--- src/rtl/mem_arbiter.sv ---
// Four-core round-robin initiator for the shared data RAM port.
// One transaction in flight at a time: IDLE (grant) -> ACCESS (RAM cycle) -> RESP (ready pulse).

module mem_arb_lane #(
  parameter int IDX   = 0,
  parameter int PTR_W = 2
) (
  input  logic             req,
  input  logic [PTR_W-1:0] rr_ptr,
  input  logic             rsp_vld,
  input  logic [PTR_W-1:0] gnt_id,
  output logic             req_hi,
  output logic             ready
);
  // Requests at or above the pointer win before any wrapped-around request.
  assign req_hi = req && (PTR_W'(IDX) >= rr_ptr);
  assign ready  = rsp_vld && (gnt_id == PTR_W'(IDX));
endmodule

module mem_arbiter #(
  parameter int N_CORES = 4,
  parameter int ADDR_W  = 32,
  parameter int DATA_W  = 32
) (
  input  logic                      clk,
  input  logic                      rst_n,
  input  logic [N_CORES-1:0]        core_req,
  input  logic [N_CORES-1:0]        core_we,
  input  logic [N_CORES*ADDR_W-1:0] core_addr,
  input  logic [N_CORES*DATA_W-1:0] core_wdata,
  output logic [N_CORES-1:0]        core_ready,
  output logic [DATA_W-1:0]         core_rdata,
  output logic                      ram_we,
  output logic [ADDR_W-1:0]         ram_addr,
  output logic [DATA_W-1:0]         ram_wdata,
  input  logic [DATA_W-1:0]         ram_rdata,
  output logic                      busy
);
  localparam int PTR_W = (N_CORES > 1) ? $clog2(N_CORES) : 1;

  typedef enum logic [1:0] {IDLE, ACCESS, RESP} state_t;

  typedef struct packed {
    logic              we;
    logic [ADDR_W-1:0] addr;
    logic [DATA_W-1:0] wdata;
  } txn_t;

  state_t                   state;
  logic [PTR_W-1:0]         rr_ptr;
  logic [PTR_W-1:0]         gnt_id;
  logic [PTR_W-1:0]         pick_id;
  txn_t                     txn;
  logic [DATA_W-1:0]        rdata_q;
  logic                     rsp_vld;
  logic [N_CORES-1:0]       req_hi;
  txn_t [N_CORES-1:0]       cand;

  for (genvar i = 0; i < N_CORES; i++) begin : g_lane
    assign cand[i] = {core_we[i], core_addr[i*ADDR_W +: ADDR_W], core_wdata[i*DATA_W +: DATA_W]};

    mem_arb_lane #(.IDX(i), .PTR_W(PTR_W)) u_lane (
      .req     (core_req[i]),
      .rr_ptr  (rr_ptr),
      .rsp_vld (rsp_vld),
      .gnt_id  (gnt_id),
      .req_hi  (req_hi[i]),
      .ready   (core_ready[i])
    );
  end

  // Lowest requester overall, overridden by the lowest one at/above rr_ptr if any.
  always_comb begin
    pick_id = '0;
    for (int i = N_CORES-1; i >= 0; i--)
      if (core_req[i]) pick_id = PTR_W'(i);
    for (int i = N_CORES-1; i >= 0; i--)
      if (req_hi[i]) pick_id = PTR_W'(i);
  end

  always_ff @(posedge clk or negedge rst_n) begin
    if (!rst_n) begin
      state   <= IDLE;
      rr_ptr  <= '0;
      gnt_id  <= '0;
      txn     <= '0;
      rdata_q <= '0;
      rsp_vld <= 1'b0;
      ram_we  <= 1'b0;
      busy    <= 1'b0;
    end else begin
      case (state)
        IDLE: begin
          if (|core_req) begin
            gnt_id <= pick_id;
            txn    <= cand[pick_id];
            ram_we <= cand[pick_id].we;
            busy   <= 1'b1;
            state  <= ACCESS;
          end
        end
        ACCESS: begin
          rdata_q <= ram_rdata;
          rr_ptr  <= (gnt_id == PTR_W'(N_CORES-1)) ? '0 : gnt_id + PTR_W'(1);
          ram_we  <= 1'b0;
          rsp_vld <= 1'b1;
          state   <= RESP;
        end
        RESP: begin
          rsp_vld <= 1'b0;
          busy    <= 1'b0;
          state   <= IDLE;
        end
        default: state <= IDLE;
      endcase
    end
  end

  assign ram_addr   = txn.addr;
  assign ram_wdata  = txn.wdata;
  assign core_rdata = rdata_q;
endmodule

--- config.mk ---
export PLATFORM = sky130hd
export DESIGN_NAME = mem_arbiter
export DESIGN_NICKNAME = d
export VERILOG_FILES = /design/src/rtl/mem_arbiter.sv
export SDC_FILE = /design/constraint.sdc
export NUM_CORES = 1
export LEC_CHECK = 0
export CAP_MARGIN = 10
export CORE_ASPECT_RATIO = 0.6
export CORE_UTILIZATION = 30
export DETAILED_ROUTE_END_ITERATION = 10
export PLACE_DENSITY = 0.7
export RECOVER_POWER = 50
export SLEW_MARGIN = 40
export SYNTH_ARGS = -nofsm -noshare
export SYNTH_HDL_FRONTEND = slang
export SYNTH_SLANG_ARGS = --single-unit
--- constraint.sdc ---
create_clock -name clk -period 1.85 [get_ports clk]
set_input_delay 0.4625 -clock clk [delete_from_list [all_inputs] [get_ports clk]]
set_output_delay 0.4625 -clock clk [all_outputs]
set_load 0.01 [all_outputs]
==> flow_summary.toml <==
[timing]
finalWorstSetupSlack_ns = -0.03044
post-route-min-period_ns = 1.880
period_share_pct = 101.6
hold_slack_ns = 0.4812
slew_violations = 24
hold_viol_final = 0
maxSlewHeadroom_pct = -2.681
clock_skew_ns = 0.01378
tightest_slew_ns = 1.540
setup_viol = 12
fmax_mhz = 531.8
rsz0062_at_grt = "true"

[route]
first_pass_iters = 5
wl_mm = 23.04
vias_per_cell = 4.749
vias = 5608
ant_nets = 0
wl_per_cell_um = 19.51
drtIter0Drc = 202
drc_errors = 0

[clock_tree]
cts.hold.buffers_added = 0
clockBufferDepth = 2
h-tree-depth = 3
clockRootBuffer = "clkbuf_16"
cts_buffers = 9
cts.sinks = 105
clk_latency_ns = 0.35
clk_pin_slew_ns = 0.08
cts_tree = "yes"

[cells_and_area]
n_antenna_cell = 0
syn_to_final_growth_pct = 89.40
nets = 1216
fill_cells = 1604
utilization_pct = 59.22
final_area_um2 = 11470
drive_gt1_share_pct = 22.62

[critical_path]
crit_top_cell = "buf_12"
slowest_stage = "a211oi_4"
endpoint_kind = "flip-flop"
cp-start-kind = "input pin"
cp_data_arrival_time_ns = 2.10
crit_chain = "clkdlybuf4s15_2, nor2b_2, a21oi_2, nor2_2, a211oi_4, buf_12, buf_12, buf_16, mux2i_2, o221ai_2"
critical_path_class = "input pin to flip-flop"
ff2ff_path_depth = 9
cp.required_ns = 2.07
cp_slowest_stage_delay_ns = 0.23
crit_fanout = 8

[global_route]
grt_usage_pct = 21.48
grt_start_max_net_pins = 44
antenna_found_initial = 0
grt_pass1_vias = 5856
grt_pass1_wl_mm = 33.79
overflow = 0

[pwr]
power_frac_seq_pct = 23.9
clock_power_share_pct = 12.0
power.share.switching_pct = 36.88
p_total_mw = 17.13
comb_power_share_pct = 64.1
powerDensity_nw_per_um2 = 1493
p_leak_nw = 4.651
switchingPower_mw = 6.319
internal-power_mw = 10.81
ir_drop_uv = 637.1

[die]
dieArea_um2 = 20780
core_area_um2 = 19370
rows = 39
die_h_um = 112.1
start_util_pct = 31.27
die_w_um = 185.4
io_pins = 400

[job]
maxCapViolCount = 1

[placement]
pre_cts_ws_ns = -0.7372
place_area_um2 = 10500
place_hpwl_mm = 17.29
port-buffer-count = 399
place.gp.congestion = 0.8114

[outcome]
violations = "max-capacitance violations, max-slew violations, negative setup slack"
status = "complete, but fails checks"

[yosys]
synth_ff_type = "dfrtp_1"
synthArstFlopShare_pct = 100.0
synthTopCellsByArea = "dfrtp_1 43%, mux2i_1 22%, o221ai_2 8.7%, mux2_2 6.3%, nand2_1 4.3%"
ys.warnings.count = 0
synth_nets = 796
syn_inst = 490
synth_edf_count = 0
yosys.area.top_type = "dfrtp_1"
ys_top_cells_by_count = "131 x mux2i_1, 105 x dfrtp_1, 70 x nand2_1, 35 x o221ai_2, 34 x mux2_2"
synthMostInstantiatedCell = "mux2i_1"
synth_cell_types = 30
synth_top_area_share_pct = 43.38
syn_area_um2 = 6057
avgSynthCellArea_um2 = 12.36
yosysSeqAreaShare_pct = 43.38
ys_seq_elements = 105

[min_path]
hold_path.class = "input pin to asynchronous set/reset pin"
## through the flow
stage               std cells  TNS (ns)
detailed placement       1149    -39.51
floorplan                 490         0
CTS                      1178    -1.127
finish                   1181   -0.1538
global route             1181    -3.738
global placement         1149    -36.40
## critical path, delay by kind of cell
kind,cells,cell delay (ns)
AND/OR/NAND/NOR,2,0.22
buffers and inverters,4,0.68
multiplexers,1,0.23
AO/OA/AOI/OAI,3,0.47
## timing repair
action	in CTS	in global routing
buffers inserted	9	2
cloned	5	3
gates resized for setup	72	53
pin swaps	18	16
endpoints found under the hold margin	0	0
setup endpoints to repair	70	67
## final cells by class
type | count | area, um^2 | share of cell area [%]
Clock buffer | 9 | 225.2 | 1.963
Clock inverter | 7 | 83.83 | 0.7307
Inverter | 9 | 33.78 | 0.2945
Multi-Input combinational cell | 334 | 3387 | 29.52
Sequential cell | 105 | 2628 | 22.90
Tap cell | 266 | 332.8 | 2.901
Timing Repair Buffer | 451 | 4782 | 41.68
## power groups by stage
stage / Combinational, mW / Sequential [mW] / Clock [mW]
final: 11.0 / 4.10 / 2.05
after global routing: 11.7 / 4.26 / 2.21
after CTS: 10.6 / 4.10 / 2.12
after detailed placement: 9.72 / 4.13 / 0
after global placement: 9.65 / 4.10 / 0
after floorplan: 4.88 / 4.59 / 0
## registers in the layout, summed over array words and instances (netlist names)
name and flops:
ram_wdata 32, core_rdata 32, rr_ptr 2, state 2
ram_addr 32, rsp_vld 1, ram_we 1, gnt_id 2
busy 1
## routing by layer
layer / vias to the layer above / wire length, um / share of wire (%) / GRT usage, %
met5: - / 0 / 0 / 0
met4: 0 / 180 / 0.78 / 4.022
met3: 12 / 1623 / 7.0 / 5.094
met2: 210 / 11340 / 49 / 36.68
met1: 2706 / 9888 / 43 / 27.75
li1: 2680 / - / - / -
## placed cells by master (no fill, tap or decap), types with 3 or more instances in the layout
cell type / instances
mux2i_4: 16
o221ai_2: 37
buf_4: 15
o221ai_1: 27
nand2_1: 69
buf_8: 5
dfrtp_1: 105
nor2_1: 3
inv_1: 7
and2_1: 4
mux2i_1: 80
mux2_2: 34
ha_1: 7
clkdlybuf4s50_1: 390
clkbuf_16: 12
buf_12: 16
buf_6: 5
mux2i_2: 35
buf_16: 6
## logic make-up after synthesis
family | after synthesis | share of synthesized area, %
buffers and inverters | 51 | 6.837
AOI/OAI and AO/OA | 78 | 14.65
and+or+nand+nor | 83 | 5.515
muxes | 165 | 27.97
adders and majority gates | 8 | 1.653
DFF | 105 | 43.38
## worst paths after layout
path                               from  slack, ns           end
max                         core_req[0]      -0.03  ram_addr[20]
min                               rst_n       0.48   ram_addr[9]
max reg2reg                   rr_ptr[0]      -0.02  ram_addr[20]
min reg2reg                ram_wdata[4]       0.49  ram_wdata[4]
max in group asynchronous         rst_n       0.21     gnt_id[0]
min in group clk           ram_wdata[4]       0.49  ram_wdata[4]
Note: power is estimated with default switching activity, not from simulation.
